==> config.mk <==
export PLATFORM = sky130hd
export DESIGN_NAME = byte_serial_adder
export DESIGN_NICKNAME = d
export VERILOG_FILES = /design/src/rtl/byte_serial_adder_pkg.sv /design/src/rtl/full_adder_8bit.sv /design/src/rtl/byte_serial_adder.sv
export SDC_FILE = /design/constraint.sdc
export NUM_CORES = 1
export LEC_CHECK = 0
export CELL_PAD_IN_SITES_DETAIL_PLACEMENT = 2
export CELL_PAD_IN_SITES_GLOBAL_PLACEMENT = 2
export CORE_ASPECT_RATIO = 2
export CORE_UTILIZATION = 37
export CTS_BUF_LIST = sky130_fd_sc_hd__clkbuf_16
export CTS_CLUSTER_DIAMETER = 80
export CTS_CLUSTER_SIZE = 30
export DETAILED_ROUTE_END_ITERATION = 10
export PLACE_DENSITY = 0.95
export SLEW_MARGIN = 10
export SYNTH_ARGS = -nofsm -noshare
export SYNTH_HDL_FRONTEND = slang
export SYNTH_SLANG_ARGS = --single-unit
export TNS_END_PERCENT = 20
==> constraint.sdc <==
create_clock -name clk -period 5.9 [get_ports clk]
set_input_delay 1.77 -clock clk [delete_from_list [all_inputs] [get_ports clk]]
set_output_delay 1.77 -clock clk [all_outputs]
set_load 0.02 [all_outputs]
==> src/rtl/byte_serial_adder_pkg.sv <==
// rtl/byte_serial_adder_pkg.sv - shared widths and FSM state type for the byte-serial adder
package byte_serial_adder_pkg;

  localparam int BYTE_W = 8;
  localparam int NBYTES = 4;
  localparam int WORD_W = 32;

  typedef enum logic [1:0] {
    IDLE = 2'd0,
    RUN  = 2'd1,
    DONE = 2'd2
  } state_t;

endpackage

==> src/rtl/full_adder_8bit.sv <==
// rtl/full_adder_8bit.sv - combinational 8-bit adder slice with carry in/out
module full_adder_8bit
  import byte_serial_adder_pkg::*;
(
  input  logic [BYTE_W-1:0] a,
  input  logic [BYTE_W-1:0] b,
  input  logic              ci,
  output logic [BYTE_W-1:0] s,
  output logic              co
);

  logic [BYTE_W:0] total;

  always_comb begin
    total = {1'b0, a} + {1'b0, b} + {{BYTE_W{1'b0}}, ci};
  end

  assign s  = total[BYTE_W-1:0];
  assign co = total[BYTE_W];

endmodule

==> src/rtl/byte_serial_adder.sv <==
// rtl/byte_serial_adder.sv - 32-bit add/subtract computed one byte per cycle over a shared 8-bit adder
module byte_serial_adder
  import byte_serial_adder_pkg::*;
(
  input  logic              clk,
  input  logic              rst_n,
  input  logic              start,
  input  logic [WORD_W-1:0] a,
  input  logic [WORD_W-1:0] b,
  input  logic              cin,
  input  logic              sub,
  output logic              busy,
  output logic              done,
  output logic [WORD_W-1:0] sum,
  output logic              cout,
  output logic              overflow
);

  localparam logic [1:0] LAST_IDX = 2'(NBYTES - 1);

  state_t            state;
  logic [WORD_W-1:0] a_q;
  logic [WORD_W-1:0] b_q;
  logic [WORD_W-1:0] work;
  logic [WORD_W-1:0] work_next;
  logic              carry;
  logic [1:0]        idx;
  logic [BYTE_W-1:0] fa_a;
  logic [BYTE_W-1:0] fa_b;
  logic [BYTE_W-1:0] fa_s;
  logic              fa_co;

  // The single adder slice is steered to the current byte lane by idx.
  always_comb begin
    fa_a = a_q[{idx, 3'b000} +: BYTE_W];
    fa_b = b_q[{idx, 3'b000} +: BYTE_W];
    work_next = work;
    work_next[{idx, 3'b000} +: BYTE_W] = fa_s;
  end

  full_adder_8bit u_fa (
    .a  (fa_a),
    .b  (fa_b),
    .ci (carry),
    .s  (fa_s),
    .co (fa_co)
  );

  always_ff @(posedge clk or negedge rst_n) begin
    if (!rst_n) begin
      state    <= IDLE;
      a_q      <= '0;
      b_q      <= '0;
      work     <= '0;
      carry    <= 1'b0;
      idx      <= 2'd0;
      busy     <= 1'b0;
      done     <= 1'b0;
      sum      <= '0;
      cout     <= 1'b0;
      overflow <= 1'b0;
    end else begin
      case (state)
        IDLE, DONE: begin
          done <= 1'b0;
          if (start) begin
            // Subtraction is a + ~b + 1, so the operand and carry are prepared here.
            a_q   <= a;
            b_q   <= sub ? ~b : b;
            carry <= sub ? 1'b1 : cin;
            idx   <= 2'd0;
            busy  <= 1'b1;
            state <= RUN;
          end else begin
            state <= IDLE;
          end
        end
        RUN: begin
          work  <= work_next;
          carry <= fa_co;
          idx   <= idx + 2'd1;
          if (idx == LAST_IDX) begin
            state    <= DONE;
            busy     <= 1'b0;
            done     <= 1'b1;
            sum      <= work_next;
            cout     <= fa_co;
            overflow <= (a_q[WORD_W-1] == b_q[WORD_W-1]) &&
                        (work_next[WORD_W-1] != a_q[WORD_W-1]);
          end
        end
        default: begin
          state <= IDLE;
          busy  <= 1'b0;
          done  <= 1'b0;
        end
      endcase
    end
  end

endmodule

==> results of run 1 <==
## flip-flops by register name, indices dropped and copies added, names as in the netlist
| signal | flops |
|---|---|
| a_q | 32 |
| b_q | 32 |
| busy | 1 |
| carry | 1 |
| cout | 1 |
| done | 1 |
| idx | 2 |
| overflow | 1 |
| state | 1 |
| sum | 32 |
| work | 32 |
## worst max-delay path, stage by stage, from the launching register on
cell and delay [ns]:
dfrtp_1 0.94, mux4_2 0.66, inv_1 0.10, fa_1 0.20, inv_1 0.07, fa_1 0.41, a21o_1 0.21, a2111oi_0 0.52
o21bai_1 0.16, a21oi_1 0.32, o21ai_0 0.15
## metrics by stage
| step | power (uW) | utilization (%) | instances | area [sq um] | hold WS, ns |
|---|---|---|---|---|---|
| after floorplan | 3330 | - | 618 | 6410 | 0.440 |
| after global placement | 4200 | 45.3 | 904 | 7640 | 0.455 |
| after detailed placement | 4500 | 45.3 | 904 | 7640 | 0.460 |
| after CTS | 5780 | 48.8 | 936 | 8220 | 0.497 |
| after global routing | 6050 | 48.8 | 936 | 8230 | 0.529 |
| final | 5810 | 48.8 | 936 | 8230 | 0.496 |
## power groups by stage
stage	clock, uW	combinational [uW]	sequential (uW)
6_report	1100	3050	1660
5_1_grt	1130	3230	1690
4_1_cts	1100	3030	1650
3_5_place_dp	0	2870	1630
3_3_place_gp	0	2620	1580
2_1_floorplan	0	1720	1610
## path summary, 6_finish.rpt
| path | from | endpoint | slack (ns) | cells after the start |
|---|---|---|---|---|
| max | idx[0] | cout | 1.99 | 10 |
| min | b_q[19] | b_q[19] | 0.50 | 2 |
| max reg2reg | idx[0] | cout | 1.99 | 10 |
| min reg2reg | b_q[19] | b_q[19] | 0.50 | 2 |
| max in group asynchronous | rst_n | a_q[17] | 3.26 | 2 |
| min in group asynchronous | rst_n | a_q[3] | 1.51 | 1 |
## cell type report
cell class | instances | area (sq um)
timing repair buffer | 113 | 1100
multi-input combinational | 430 | 2820
tap | 207 | 259
fill | 1712 | 8620
inverter | 18 | 67.6
clock buffer | 17 | 425
clock inverter | 15 | 154
sequential | 136 | 3400
## metal layers
layer / routed length (microns) / global-route usage (%) / vias up / share of wire (%)
met5: 0 / 0 / - / 0
met4: 1720 / 20.6 / 0 / 6.9
met3: 790 / 5.21 / 96 / 3.2
met2: 14200 / 54.5 / 198 / 56
met1: 8400 / 30.8 / 2812 / 34
li1: - / - / 2351 / -
## logic make-up (layout without fill, tap and decap cells)
logic type      after synthesis  after routing  share of synthesized area, %
xor+xnor                     35             35                          4.78
buf+inv                      52            163                          3.24
mux                          18             18                          5.95
simple gates                220            220                          14.1
flops                       136            136                          53.1
fa+ha+maj                    15             15                          3.16
compound gates              142            142                          15.7
## synth_stat cells (4+ instances only)
library cell	instances	area, sq um
buf_2	7	35.0
xnor2_1	34	298
inv_1	17	63.8
clkbuf_1	24	90.1
o21ai_0	55	275
mux4_2	16	360
a21oi_1	7	35.0
a31o_2	4	35.0
nor2_1	35	131
a221oi_1	12	105
a32oi_1	8	70.1
a22o_1	28	245
ha_1	13	163
nand3_1	4	20.0
nand2_1	160	601
dfrtp_1	136	3400
o31ai_1	6	45.0
==> results.md, run 1 <==
- Buffers placed on the I/O ports in this run total 104.
- The synthesized netlist net count is 702.
- After detailed routing, the number of remaining DRC violations is 0.
- The ratio of total power to cell area is 705 nW/um^2.
- Setup violations remaining at the end of the flow were counted as 0.
- The worst slack at placement is 2.07 ns.
- The clock latency reported for the late side of the worst-skew pair is 0.44 ns.
- The internal power component is 2990 uW.
- For this design the total switching power over the nets is 2810 uW.
- The number of global-route vias before repair came to 6,431.
- The required time of the critical path is 6.19 ns.
- Leaving out fill and tap cells, the most frequent cells in the layout are nand2_1, dfrtp_1, clkdlybuf4s50_1.
- The post-cts repair resize count is 0.
- The kind of end point of the critical path is a flip-flop.
- The CTS clock-pin slew for the worst setup and hold paths is 0.07 ns.
- The congestion estimate from routability-driven global placement came to 0.877.
- The path class of the lowest-slack min-delay path is flip-flop to flip-flop.
- The number of hold violations in the final report is 0.
- The clock tree from TritonCTS is built.
- The worst-case clock buffer depth is 2.
- At the pin with the least slew margin, the transition time is 1.11 ns.
- In this run the static leakage power is 0.00366 uW.
- Sequential cells burn 28.5% of the power.
- The final-stage net count is 800.
- The count of nets left with antenna violations once routing finished came out at 0.
- The number of placement rows is 67.
- The share of final-layout standard cells stronger than drive strength 1 is 10.2%.
- The die covers 17,900 sq um.
- In the routed layout, each cell is associated on average with a via count of 5.83.
- Adding up every negative setup slack in the final design gives 0 ns.
- Measured along the x axis, the die boundary spans 95.1 microns.
- The fraction of power consumed by the clock network is 18.9%.
- The initial cell density of the core is 38.1%.
- The number of warnings reported in the yosys synthesis log is 0.
- After global routing the overflow that remains totals 0.
- Across every metal layer, demand over resource in global routing totals 30.4%.
- For this run, the register share of the synthesized area comes to 53.1%.
- The area inside the core boundary is 16,800 sq um.
- Entering global routing, the biggest net connects 80 pins.
- The worst setup path is of the flip-flop to flip-flop kind.
- The area growth from synthesis to final layout is 28.3%.
- The signal arrival time at the worst endpoint is 4.20 ns.
- Summed over all nets, the half-perimeter wirelength after detailed placement is 16.4 mm.
- The clock root buffer is clkbuf_16.
- The kind of start point of the critical path is a flip-flop.
- The I/O pin total is 105.
- Along the worst path, the maximum fanout reaches 14.
- The number of detailed-routing iterations run before antenna repair is 4.
- The proportion of power drawn by combinational gates is 52.5%.
- IR analysis of the VDD net gives a maximum drop of 0.313 mV.
- The number of cells produced by synthesis is 618.
- The buffer count from post-CTS setup fixing is 0.
- Headroom to the max-slew limit came out at 25.7%.
- The clock sink total is 136.
- Static timing analysis puts the maximum clock frequency at 256 MHz.
- The die height is 188 microns.
- Wires add up to 25.1 mm.
- Of the available clock period, the critical path in the final layout requires 66.3%.
- Setup repair after global routing left no endpoint under its margin.
- The most used flip-flop cell after synthesis is dfrtp_1.
- The number of unique standard cell types used by synthesis is 50.
- For this block, the via count after detailed routing is 5,457.
- The DRC violation total after the first TritonRoute iteration is 217.
- The first-pass GRT wire length is 39.1 mm.
- The number of synthesized flops with an enable pin is 0.
- The max-slew violation count is 0.
- The worst path in the final design needs a cycle of 3.91 ns, including I/O delays and setup.
- Across the run, the number of max-cap violations was 0.
- The synthesized area divided by synthesized cell count is 10.4 sq um.
- The flip-flop and latch count after synthesis is 136.
- The commonest non-fill, non-tap cell in the layout is nand2_1.
- After layout, the worst setup slack is 1.99 ns.
- The flow ran to the end, and the final reports show no timing, DRC or antenna violations.
- In this run the cell area of the synthesized design comes to 6410 sq um.
- 0 antenna diodes ended up in the layout.
- The net switching share of the total power is 48.5%.
- The H-tree depth reported by CTS is 4.
- The total of hold buffers inserted after clock tree synthesis is 0.
- After detailed routing, the average wire length per cell comes to 26.8 microns.
- The setup skew after layout is 0.0133 ns.
- The initial antenna violation count was 0.
- The async set-or-reset flop fraction in the synthesized netlist is 100%.
- The TritonCTS buffer count is 17.
Power figures use the tool's default switching activity.
==> run 2: changes to the inputs <==
--- a/config.mk
+++ b/config.mk
@@ -8,12 +8,12 @@
 export CELL_PAD_IN_SITES_DETAIL_PLACEMENT = 2
 export CELL_PAD_IN_SITES_GLOBAL_PLACEMENT = 2
 export CORE_ASPECT_RATIO = 2
-export CORE_UTILIZATION = 37
+export CORE_UTILIZATION = 34
 export CTS_BUF_LIST = sky130_fd_sc_hd__clkbuf_16
 export CTS_CLUSTER_DIAMETER = 80
 export CTS_CLUSTER_SIZE = 30
 export DETAILED_ROUTE_END_ITERATION = 10
-export PLACE_DENSITY = 0.95
+export PLACE_DENSITY = 0.91
 export SLEW_MARGIN = 10
 export SYNTH_ARGS = -nofsm -noshare
 export SYNTH_HDL_FRONTEND = slang
==> constraint.sdc (replaced) <==
create_clock -name clk -period 4.05 [get_ports clk]
set_input_delay 1.215 -clock clk [delete_from_list [all_inputs] [get_ports clk]]
set_output_delay 1.215 -clock clk [all_outputs]
set_load 0.02 [all_outputs]
==> run 2 against run 1 <==
  * Worst setup slack lost 1.6 ns
  * Maximum frequency grew 7.6%
  * Routed wire length shrank 2.6%
  * Sequential share of layout area shrank 0.43 points
  * Clock power grew 51%
  * Sequential power grew 45%
  * Count of clock-buffer cells in the layout is the same
  * Final cell count grew 1.4%
  * Critical path type unchanged
  * Highest routed layer unchanged
==> results.md, run 2 (synthesized netlist as in run 1, its figures left out) <==
- Result of the run: finished, final reports clean (unchanged).
- The normalized max-slew margin is 36.7% (was 25.7%).
- The count of buffers from port buffering came to 104 (unchanged).
- The path class of the lowest-slack min-delay path is flip-flop to flip-flop (unchanged).
- The length of routed met3 wiring is 693 microns (was 790 microns).
- The critical path buffer and inverter count was 2 (unchanged).
- The H-tree depth reported by CTS is 4 (unchanged).
- The die height was 196 microns (was 188 microns).
- The count of final setup violators is 0 (unchanged).
- The area of combinational cells with multiple inputs is 2810 sq um (was 2820 sq um).
- The leakage power summed over all cells came to 0.00370 uW (was 0.00366 uW).
- The clock latency reported for the late side of the worst-skew pair came to 0.44 ns (about the same).
- The topmost layer with routed signal wires was met4 (unchanged).
- The fraction of power consumed by the clock network is 19.4% (was 18.9%).
- The share of final-layout standard cells stronger than drive strength 1 is 9.96% (was 10.2%).
- The die area was 19,400 sq um (was 17,900 sq um).
- The total negative slack for setup checks is 0 ns (unchanged).
- The number of diodes added for antenna fixing is 0 (unchanged).
- The register area came to 3400 sq um (unchanged).
- The post-cts repair resize count came to 0 (unchanged).
- The final estimated routing congestion in global placement came to 0.887 (was 0.877).
- The number of hold violations in the final report is 0 (unchanged).
- The slowest cell on the critical path is dfrtp_1 (unchanged).
- The clock tree from TritonCTS is built (unchanged).
- The max-cap violation count is 0 (unchanged).
- Cell Chain, Critical Path: mux4_2 > inv_1 > fa_1 > inv_1 > fa_1 > a21o_1 > a211o_1 > a21oi_1 > xnor2_1 > a22o_1 (was mux4_2 > inv_1 > fa_1 > inv_1 > fa_1 > a21o_1 > a2111oi_0 > o21bai_1 > a21oi_1 > o21ai_0).
- The final worst hold slack came to 0.476 ns (was 0.496 ns).
- The I/O pin total came to 105 (unchanged).
- The signal arrival time at the worst endpoint is 3.99 ns (was 4.20 ns).
- The number of fill cells is 1,903 (was 1,712).
- The number of detailed-routing iterations run before antenna repair is 4 (unchanged).
- The minimum clock period was 3.63 ns (was 3.91 ns).
- The initial antenna violation count is 0 (unchanged).
- The final wirelength is 24.4 mm (was 25.1 mm).
- The pin slew with the least headroom to its limit is 0.939 ns (was 1.11 ns).
- The buffer count from post-CTS setup fixing is 0 (unchanged).
- RSZ-0062 raised after global routing: no (unchanged).
- The worst-case clock buffer depth came to 2 (unchanged).
- The max-slew violation count is 0 (unchanged).
- The kind of start point of the critical path was a flip-flop (unchanged).
- The mean number of vias per cell is 5.75 (was 5.83).
- The kind of critical path is flip-flop to flip-flop (unchanged).
- The maximum fanout encountered on the critical timing path is 10 (was 14).
- The delay contributed by the slowest stage of the critical path is 0.74 ns (was 0.94 ns).
- The timing-limited maximum frequency came to 275 MHz (was 256 MHz).
- The family with the most delay on the worst path was compound AO/OA/AOI/OAI gates (unchanged).
- The global-route usage over all layers is 26.8% (was 30.4%).
- The clock sink total was 136 (unchanged).
- The routed metal-1 wirelength is 8.02 mm (was 8.40 mm).
- The number of nets with antenna violations after routing is 0 (unchanged).
- The first-pass GRT wire length is 38.1 mm (was 39.1 mm).
- The TritonCTS buffer count is 17 (unchanged).
- The core utilization of the finished layout is 45.2% (was 48.8%).
- The DRC violation count after routing was 0 (unchanged).
- The horizontal extent of the die was 99.1 microns (was 95.1 microns).
- The sum of overflow across all layers after global routing is 0 (unchanged).
- The area growth from synthesis to final layout is 29.7% (was 28.3%).
- The setup skew after layout is 0.0106 ns (was 0.0133 ns).
- The kind of end point of the critical path was a flip-flop (unchanged).
- The final worst-path cycle share came to 89.7% (was 66.3%).
- The average wire length per cell after detail routing was 25.7 microns (was 26.8 microns).
- The placed wire-length estimate is 16.8 mm (was 16.4 mm).
- The number of global-route vias before repair was 6,298 (was 6,431).
- The largest vdd supply drop was 0.476 mV (was 0.313 mV).
- The total of hold buffers inserted after clock tree synthesis is 0 (unchanged).
- The routed length on met2 was 14.0 mm (was 14.2 mm).
- The count of vias placed by the detailed router is 5,456 (was 5,457).
- The number of placement rows came to 70 (was 67).
- The area inside the core boundary is 18,400 sq um (was 16,800 sq um).
- The required time of the critical path came to 4.41 ns (was 6.19 ns).
- The CTS clock-pin slew for the worst setup and hold paths was 0.06 ns (was 0.07 ns).
- The internal power component came to 4600 uW (was 2990 uW).
- The DRC violation total after the first TritonRoute iteration is 315 (was 217).
- The commonest non-fill, non-tap cell in the layout is nand2_1 (unchanged).
- The clock root buffer is clkbuf_16 (unchanged).
- Most frequent cells in the layout: nand2_1, dfrtp_1, clkdlybuf4s50_1 (unchanged).
- The net switching component of the power was 3950 uW (was 2810 uW).
- The pin count of the biggest net entering global routing is 78 (was 80).
- The proportion of power drawn by combinational gates is 52.4% (was 52.5%).
- The net switching share of the total power is 46.2% (was 48.5%).
- The ratio of total power to cell area came to 1030 nW/um^2 (was 705 nW/um^2).
- The sequential fraction of design power is 28.2% (was 28.5%).
- The final-stage net count was 804 (was 800).
- The initial cell density of the core is 34.9% (was 38.1%).
run 2: worst register-to-register path, stage by stage, from the launching register on:
cell and delay, ns:
dfrtp_1 0.74, mux4_2 0.59, inv_1 0.10, fa_1 0.22, inv_1 0.08, fa_1 0.43, a21o_1 0.22, a211o_1 0.27
a21oi_1 0.22, xnor2_1 0.40, a22o_1 0.29
run 2: path summary, 6_finish.rpt:
kind                          from        to  slack, ns  cells after the start
max                         idx[0]  work[14]       0.42                     10
min                        a_q[13]   a_q[13]       0.48                      2
max reg2reg                 idx[0]  work[14]       0.42                     10
min reg2reg                a_q[13]   a_q[13]       0.48                      2
max in group asynchronous    rst_n   sum[14]       2.55                      2
min in group asynchronous    rst_n    a_q[3]       0.66                      1
run 2: cell type report:
| class | instances | area share, % |
|---|---|---|
| Sequential cell | 136 | 40.9 |
| Multi-Input combinational cell | 430 | 33.8 |
| Timing Repair Buffer | 117 | 13.9 |
| Clock buffer | 17 | 5.12 |
| Tap cell | 216 | 3.25 |
| Clock inverter | 15 | 2.23 |
| Inverter | 18 | 0.813 |
run 2: layer usage:
layer  GRT usage (%)  vias to the layer above
met5               0                        -
met4            18.9                        0
met3            4.24                       92
met2            50.2                      176
met1            26.1                     2837
li1                -                     2351
run 2: through the flow:
stage	total power (uW)	area (sq um)	std cells	worst slack (ns)
after floorplan	4850	6410	618	0.972
after global placement	6270	7700	917	0.623
after detailed placement	6670	7700	917	0.402
after CTS	8520	8320	949	0.372
after global routing	8930	8320	949	0.255
final	8550	8320	949	0.415
run 2: power by group through the flow:
stage               registers (uW)  logic, uW  clock network [uW]
floorplan                     2350       2500                   0
global placement              2330       3930                   0
detailed placement            2400       4280                   0
CTS                           2420       4430                1670
global route                  2460       4750                1720
finish                        2410       4480                1660
==> run 3: changes to the inputs <==
--- a/config.mk
+++ b/config.mk
@@ -5,6 +5,8 @@
 export SDC_FILE = /design/constraint.sdc
 export NUM_CORES = 1
 export LEC_CHECK = 0
+export ABC_AREA = 0
+export CAP_MARGIN = 15
 export CELL_PAD_IN_SITES_DETAIL_PLACEMENT = 2
 export CELL_PAD_IN_SITES_GLOBAL_PLACEMENT = 2
 export CORE_ASPECT_RATIO = 2
==> results of run 3 <==
No change in the layout: final DEF, timing and power equal those of run 2.
